File: src/rtl/aes_pkg.sv
// Shared AES-128 definitions used by the word-serial interface and the core.
package aes_pkg;

    localparam int AES_BLOCK_W = 128;
    localparam int AES_WORD_W  = 32;
    localparam int AES_WORDS   = 4;

    typedef enum logic [1:0] {
        IDLE  = 2'd0,
        START = 2'd1,
        BUSY  = 2'd2,
        DRAIN = 2'd3
    } wif_state_e;

endpackage

File: src/rtl/aes128_word_if.sv
// Word-serial front end for the AES-128 core: packs key/plaintext words, starts the
// core, unpacks the ciphertext over valid/ready and watches for a hung core.
module aes128_word_if
    import aes_pkg::*;
#(
    parameter int unsigned TIMEOUT_CYCLES = 255
) (
    input  logic                   clk,
    input  logic                   rst_n,
    input  logic                   key_valid_i,
    input  logic [AES_WORD_W-1:0]  key_data_i,
    output logic                   key_ready_o,
    input  logic                   s_valid_i,
    input  logic [AES_WORD_W-1:0]  s_data_i,
    output logic                   s_ready_o,
    output logic                   m_valid_o,
    output logic [AES_WORD_W-1:0]  m_data_o,
    output logic                   m_last_o,
    input  logic                   m_ready_i,
    output logic                   key_loaded_o,
    output logic                   err_o,
    input  logic                   err_clr_i,
    output logic                   core_start_o,
    output logic [AES_BLOCK_W-1:0] core_key_o,
    output logic [AES_BLOCK_W-1:0] core_pt_o,
    input  logic                   core_ready_i,
    input  logic                   core_done_i,
    input  logic [AES_BLOCK_W-1:0] core_ct_i
);

    localparam logic [15:0] TMO_LAST = 16'(TIMEOUT_CYCLES - 1);

    wif_state_e             r_state;
    wif_state_e             w_state_nxt;
    logic [AES_BLOCK_W-1:0] r_key;
    logic [AES_BLOCK_W-1:0] r_pt;
    logic [AES_BLOCK_W-1:0] r_ct;
    logic [1:0]             r_key_cnt;
    logic [1:0]             r_o_cnt;
    logic [2:0]             r_pt_cnt;
    logic [2:0]             w_pt_cnt_nxt;
    logic [15:0]            r_tmo_cnt;
    logic                   r_key_loaded;
    logic                   r_err;
    logic                   r_key_rdy;
    logic                   r_s_rdy;
    logic                   w_key_wr;
    logic                   w_pt_wr;
    logic                   w_pt_full;
    logic                   w_abort;
    logic                   w_m_hs;
    logic                   w_m_last_hs;

    assign w_key_wr    = key_valid_i && r_key_rdy;
    assign w_pt_wr     = s_valid_i && r_s_rdy;
    // Look ahead at the word being accepted so START follows the last word directly.
    assign w_pt_full   = (r_pt_cnt == 3'd4) || ((r_pt_cnt == 3'd3) && w_pt_wr);
    assign w_abort     = (r_state == BUSY) && !core_done_i && (r_tmo_cnt == TMO_LAST);
    assign w_m_hs      = (r_state == DRAIN) && m_ready_i;
    assign w_m_last_hs = w_m_hs && (r_o_cnt == 2'd3);

    always_ff @(posedge clk or negedge rst_n) begin
        if (!rst_n) begin
            r_state <= IDLE;
        end else begin
            r_state <= w_state_nxt;
        end
    end

    always_comb begin
        w_state_nxt = r_state;
        case (r_state)
            IDLE: begin
                if (w_pt_full && r_key_loaded && !w_key_wr && core_ready_i) begin
                    w_state_nxt = START;
                end
            end
            START: w_state_nxt = BUSY;
            BUSY: begin
                if (core_done_i) begin
                    w_state_nxt = DRAIN;
                end else if (w_abort) begin
                    w_state_nxt = IDLE;
                end
            end
            DRAIN: begin
                if (w_m_last_hs) begin
                    w_state_nxt = IDLE;
                end
            end
            default: w_state_nxt = IDLE;
        endcase
    end

    always_comb begin
        core_start_o = (r_state == START);
        m_valid_o    = (r_state == DRAIN);
        m_last_o     = (r_state == DRAIN) && (r_o_cnt == 2'd3);
        w_pt_cnt_nxt = r_pt_cnt;
        if (w_pt_wr) begin
            w_pt_cnt_nxt = r_pt_cnt + 3'd1;
        end
        if (w_abort || w_m_last_hs) begin
            w_pt_cnt_nxt = 3'd0;
        end
    end

    always_ff @(posedge clk or negedge rst_n) begin
        if (!rst_n) begin
            r_key        <= '0;
            r_pt         <= '0;
            r_ct         <= '0;
            r_key_cnt    <= 2'd0;
            r_o_cnt      <= 2'd0;
            r_pt_cnt     <= 3'd0;
            r_tmo_cnt    <= 16'd0;
            r_key_loaded <= 1'b0;
            r_err        <= 1'b0;
            r_key_rdy    <= 1'b0;
            r_s_rdy      <= 1'b0;
        end else begin
            // Ready flags are registered so they stay low while reset is held.
            r_key_rdy <= (w_state_nxt == IDLE);
            r_s_rdy   <= (w_state_nxt == IDLE) && (w_pt_cnt_nxt < 3'd4);
            r_pt_cnt  <= w_pt_cnt_nxt;
            if (w_key_wr) begin
                r_key     <= {r_key[AES_BLOCK_W-AES_WORD_W-1:0], key_data_i};
                r_key_cnt <= r_key_cnt + 2'd1;
                if (r_key_cnt == 2'd0) begin
                    r_key_loaded <= 1'b0;
                end
                if (r_key_cnt == 2'd3) begin
                    r_key_loaded <= 1'b1;
                end
            end
            if (w_pt_wr) begin
                r_pt <= {r_pt[AES_BLOCK_W-AES_WORD_W-1:0], s_data_i};
            end
            if (r_state == START) begin
                r_tmo_cnt <= 16'd0;
            end else if (r_state == BUSY) begin
                r_tmo_cnt <= r_tmo_cnt + 16'd1;
            end
            if ((r_state == BUSY) && core_done_i) begin
                r_ct    <= core_ct_i;
                r_o_cnt <= 2'd0;
            end else if (w_m_hs) begin
                r_ct    <= {r_ct[AES_BLOCK_W-AES_WORD_W-1:0], {AES_WORD_W{1'b0}}};
                r_o_cnt <= r_o_cnt + 2'd1;
            end
            if (w_abort) begin
                r_err <= 1'b1;
            end else if (err_clr_i) begin
                r_err <= 1'b0;
            end
        end
    end

    assign key_ready_o  = r_key_rdy;
    assign s_ready_o    = r_s_rdy;
    assign m_data_o     = r_ct[AES_BLOCK_W-1 -: AES_WORD_W];
    assign key_loaded_o = r_key_loaded;
    assign err_o        = r_err;
    assign core_key_o   = r_key;
    assign core_pt_o    = r_pt;

endmodule

File: config.mk
export PLATFORM = sky130hd
export DESIGN_NAME = aes128_word_if
export DESIGN_NICKNAME = d
export VERILOG_FILES = /design/src/rtl/aes_pkg.sv /design/src/rtl/aes128_word_if.sv
export SDC_FILE = /design/constraint.sdc
export NUM_CORES = 1
export LEC_CHECK = 0
export ABC_AREA = 1
export CELL_PAD_IN_SITES_DETAIL_PLACEMENT = 0
export CELL_PAD_IN_SITES_GLOBAL_PLACEMENT = 1
export CORE_UTILIZATION = 32
export CTS_CLUSTER_SIZE = 28
export DETAILED_ROUTE_END_ITERATION = 7
export PLACE_DENSITY = 0.78
export SLEW_MARGIN = 20
export SYNTH_ARGS = -nofsm -noshare
export SYNTH_HDL_FRONTEND = slang
export SYNTH_SLANG_ARGS = --single-unit
File: constraint.sdc
create_clock -name clk -period 1.49 [get_ports clk]
set_input_delay 0.149 -clock clk [delete_from_list [all_inputs] [get_ports clk]]
set_output_delay 0.149 -clock clk [all_outputs]
set_load 0.03 [all_outputs]
======== Word level (Yosys, flattened, before mapping) ========
Index checks and enable logic that the tools add are counted.
word-level totals
  bits in registers ....................... 413
  bits of input ports ..................... 200
  output and inout bits ................... 295
  logic and storage cells ................. 67
operators by class
  add/subtract/negate cells ............... 4
  $lt $le $gt $ge ......................... 1
  equality and inequality tests ........... 8
  multiplexer cells ....................... 17
  reduce and logical (&&, ||, !) cells .... 25
operators with widths
  cell                     number
  $mux W128                2
  $mux W16                 2
  $add A16 B1 Y16 const B  1
  $eq A16 B8 Y1 const B    1
  $logic_and A1 B1 Y1      13
  $mux W2                  6
  $eq A2 B2 Y1 const B     4
  $pmux W2 S4              1
  $reduce_bool A2 Y1       4
  $logic_not A2 Y1         3
  $mux W3                  2
  $add A2 B1 Y2 const B    2
  $mux W1                  4
  $add A3 B1 Y3 const B    1
  $eq A3 B2 Y1 const B     1
  $eq A3 B3 Y1 const B     1
  $lt A3 B3 Y1 const B     1
  $eq A2 B1 Y1 const B     1
  $logic_not A1 Y1         2
  $logic_or A1 B1 Y1       2
  $reduce_and A2 Y1        1

======== Longest topological paths before layout ========
  word-level depth ........................ 10
  depth in mapped cells ................... 12
  gate-level depth less buffers ........... 12

======== Worst setup path before layout ========
OpenSTA, ideal clock, no wires.
  path type ............................... register to register
  start ................................... reg r_state[1]
  end ..................................... reg r_ct[100]
  library setup time ...................... 87 ps
  arrival time ............................ 1608 ps
  required time ........................... 1403 ps
  path slack .............................. -205 ps
  cell stages (with the launch flop) ...... 8
  path buffers ............................ 2
  clock period less this slack ............ 1695 ps
  cells stage by stage .................... dfrtp_1 ha_1 nand2_1 inv_1 nand2_1 buf_2 buf_2 o211ai_1
on the way
  word-level cells in the longest chain between the ends .. 3
  elaborated cells between the ends (all ways) .. 6
  those cells by class .................... eq/ne (2); mux (1); reduce/logical (3)
RTL lines
  item                          line                   source
  start, declared               aes128_word_if.sv:33   wif_state_e r_state;
  start signal, assigned        aes128_word_if.sv:66   r_state <= w_state_nxt;
  $eq A2 B2 Y1                  --
  via m_valid_o                 aes128_word_if.sv:16   output logic m_valid_o,
  $logic_and A1 B1 Y1           aes128_word_if.sv:59   assign w_m_hs = (r_state == DRAIN) && m_ready_i;
  $reduce_bool A2 Y1 (no line)  --
  end signal, assigned          aes128_word_if.sv:145  r_ct <= core_ct_i;
  end signal, assigned          aes128_word_if.sv:148  r_ct <= {r_ct[AES_BLOCK_W-AES_WORD_W-1:0], {AES_WORD_W{1'b0}}};
  end, declared                 aes128_word_if.sv:37   logic [AES_BLOCK_W-1:0] r_ct;
The timed path passes the listed nets, and every way through them passes these cells.
A chain may end at the register's enable or synchronous reset.

======== Worst setup path after layout ========
  start ................................... reg r_state[0]
  end ..................................... out m_last_o
on the way
  word-level cells in the longest chain between the ends .. 2
RTL lines
  item                 line                  source
  $eq A2 B2 Y1         aes128_word_if.sv:98  m_last_o = (r_state == DRAIN) && (r_o_cnt == 2'd3);
  $logic_and A1 B1 Y1  aes128_word_if.sv:98
  end, declared        aes128_word_if.sv:18  output logic m_last_o,
No other way between the ends.

==> results_dict.tcl <==
set metrics [dict create \
    grt_max_degree 78 \
    hold_viol 0 \
    critical_path.most_common_cell "buf_6" \
    reg2reg_setup_slack_ns -0.27 \
    seq_area_mm2 0.0103 \
    route.detailed.drc 0 \
    status "finished with violations" \
    cts_tree "built" \
    routed_wl_um 52600 \
    area_delta_synth_final_pct 51.9 \
    start_util_pct 32.4 \
    clockBufferDepth 3 \
    ys_seq_elements 413 \
    cp.arrival_ns 1.62 \
    cp_cell_sequence "buf_6 -> ha_4 -> buf_6 -> nand2_4 -> inv_2 -> buf_6" \
    die_height_um 230 \
    synth.most_common_cell "nand2_1" \
    finalNetCount 2586 \
    multi_input_area_mm2 0.00544 \
    synthCells 1843 \
    required_ns 1.34 \
    vias 14200 \
    syn_area_per_cell_um2 9.05 \
    synthArstFlopShare_pct 100 \
    power_w 0.0575 \
    fin_crit_sh_pct 119 \
    htree_levels 2 \
    max_cap_viol_count 0 \
    gp_congestion 0.839 \
    startpoint_type "flip-flop" \
    holdCritPathClass "in -> async" \
    min_period_ns 1.77 \
    cts-buffers-inserted 47 \
    antenna_found_initial 7 \
    place_hpwl_um 36000 \
    core_mm2 0.0514 \
    crit_slowest_cell "dfrtp_1" \
    rows 83 \
    ys_warn_count 0 \
    grt_pass1_vias 14100 \
    clock_sinks 413 \
    setup_violations 152 \
    critPathCaptureType "output port" \
    synth_nets 2054 \
    max_stage_delay_ns 0.42 \
    syn_area_mm2 0.0167 \
    clkTransAtPathRegs_ns 0.06 \
    synth_area_leader_cell "dfrtp_1" \
    skew_ns 0.0132 \
    port_buffers 494 \
    worstReg2RegStart "r_state[0]" \
    vdd.ir_drop.worst_v 0.00115 \
    grt_overflow 0 \
    drt-initial-drc-count 980 \
    worstRegToRegCells 11 \
    worst_pin_slew_ns 0.452 \
    drive_above_1_share_pct 22.6 \
    crit_type "reg -> out" \
    grt_pass1_wl_um 81400 \
    synth_top_area_share_pct 62.0 \
    drt-wirelength-per-cell_um 17.0 \
    layout_setup_ws_ns -0.280 \
    seq_area_frac_synth_pct 62.0 \
    routed_via_density 4.58 \
    die_w_um 230 \
    synth_area_leaders "dfrtp_1 62%, nand2_1 19%, inv_1 3.7%" \
    powerDensity_mw_per_mm2 2270 \
    fin_tns_setup_ns -28.13 \
    insertion_delay_ns 0.57 \
    synth_ff_type "dfrtp_1" \
    startpoint "r_state[0]" \
    root_buffer "clkbuf_16" \
    dieArea_mm2 0.0530 \
    violations "negative setup slack" \
    slew_violations 0 \
    r2r_end "r_ct[127]" \
    endpoint "m_last_o" \
    holdWs_ns 0.0533 \
    io_pins 495 \
    synth_common_cells "844 x nand2_1, 413 x dfrtp_1, 166 x inv_1" \
    track_usage_pct 19.6 \
    synth_edf_count 0 \
    ys_types 31 \
    dr.pass1.iters 5 \
    clock.fmax_mhz 565 \
    rsz0062_at_grt "yes" \
    fill_cells 4798 \
    p_leak_nw 12.2 \
    slew_headroom_pct 69.9 \
    crit_fanout 3 \
    ant_nets 0 \
]
power breakdown:
group | leakage, nW | switching [W] | internal [W]
Sequential | 5.31 | 0.00303 | 0.0161
Combinational | 6.16 | 0.0163 | 0.0102
Clock | 0.782 | 0.00459 | 0.00722
Total | 12.2 | 0.0239 | 0.0335
worst min-delay path by stage:
| stage | start | end | depth (start not counted) | slack (ns) |
|---|---|---|---|---|
| global placement | rst_n | core_pt_o[8] | 1 | 0.04 |
| floorplan | rst_n | core_key_o[0] | 0 | -0.15 |
| global route | rst_n | core_pt_o[8] | 2 | 0.04 |
| detailed placement | rst_n | core_pt_o[8] | 1 | 0.03 |
| CTS | rst_n | core_pt_o[8] | 2 | 0.02 |
| finish | rst_n | core_pt_o[41] | 2 | 0.05 |
per-layer routing:
| layer | wire length (µm) | vias up | global-route usage [%] |
|---|---|---|---|
| met5 | 27 | - | 0 |
| met4 | 1610 | 4 | 6.97 |
| met3 | 2800 | 102 | 4.13 |
| met2 | 25800 | 420 | 32.3 |
| met1 | 22400 | 6777 | 25.3 |
| li1 | - | 6858 | - |
layout make-up:
cell class / count / area share [%]
clock buffer: 69 / 5.57
antenna: 5 / 0.0494
clock inverter: 14 / 0.692
multi-input combinational: 1135 / 21.5
tap: 680 / 3.36
inverter: 168 / 2.63
timing repair buffer: 610 / 25.4
sequential: 413 / 40.8
cells by family after synthesis:
| group | synth area share, % |
|---|---|
| AOI/OAI and AO/OA | 8.71 |
| xor gates and xnor gates | 0.0525 |
| adders and majority gates | 0.826 |
| buffers and inverters | 7.66 |
| DFF | 62.0 |
| muxes | 0.0675 |
| and+or+nand+nor | 20.7 |
registers in the layout (all words and copies together), names as in the netlist:
name	count
r_ct	128
key_loaded_o	1
r_tmo_cnt	16
core_key_o	128
r_o_cnt	2
r_state	2
core_pt_o	128
r_pt_cnt	3
s_ready_o	1
err_o	1
r_key_cnt	2
key_ready_o	1
stage by stage:
stage / util, % / setup WS (ns) / area (µm²) / instances
2_1_floorplan: - / -0.123 / 16700 / 1843
3_3_place_gp: 44.4 / -0.271 / 22800 / 2975
3_5_place_dp: 44.4 / -0.263 / 22800 / 2975
4_1_cts: 49.1 / -0.292 / 25200 / 3084
5_1_grt: 49.3 / -0.344 / 25300 / 3094
6_report: 49.3 / -0.280 / 25300 / 3094
worst max-delay path, delay by kind of cell, from the launching register on:
family / cells / cell delay [ns]
buf+inv: 4 / 0.44
flops: 1 / 0.42
fa+ha+maj: 1 / 0.15
simple gates: 1 / 0.05
placed cells by master, fill, tap and decap left out, types with 20 or more instances in the layout:
cell             count
nand2_1            821
dfrtp_1            411
clkdlybuf4s15_2    203
clkdlybuf4s50_1    198
inv_1              157
o21ai_0            103
buf_4               60
o221ai_1            50
clkbuf_16           50
clkbuf_2            34
o211ai_1            33
buf_2               29
buf_12              28
buf_6               20
what timing repair did:
action / CTS / global route
hold buffers: 1 / 0
resized for setup: 899 / 132
buffers inserted: 15 / 5
endpoints found under the setup margin: 502 / 265
pin swaps: 9 / 22
hold endpoints to repair: 413 / 0
gates cloned: 10 / 1
(Power assumes the default switching activity.)
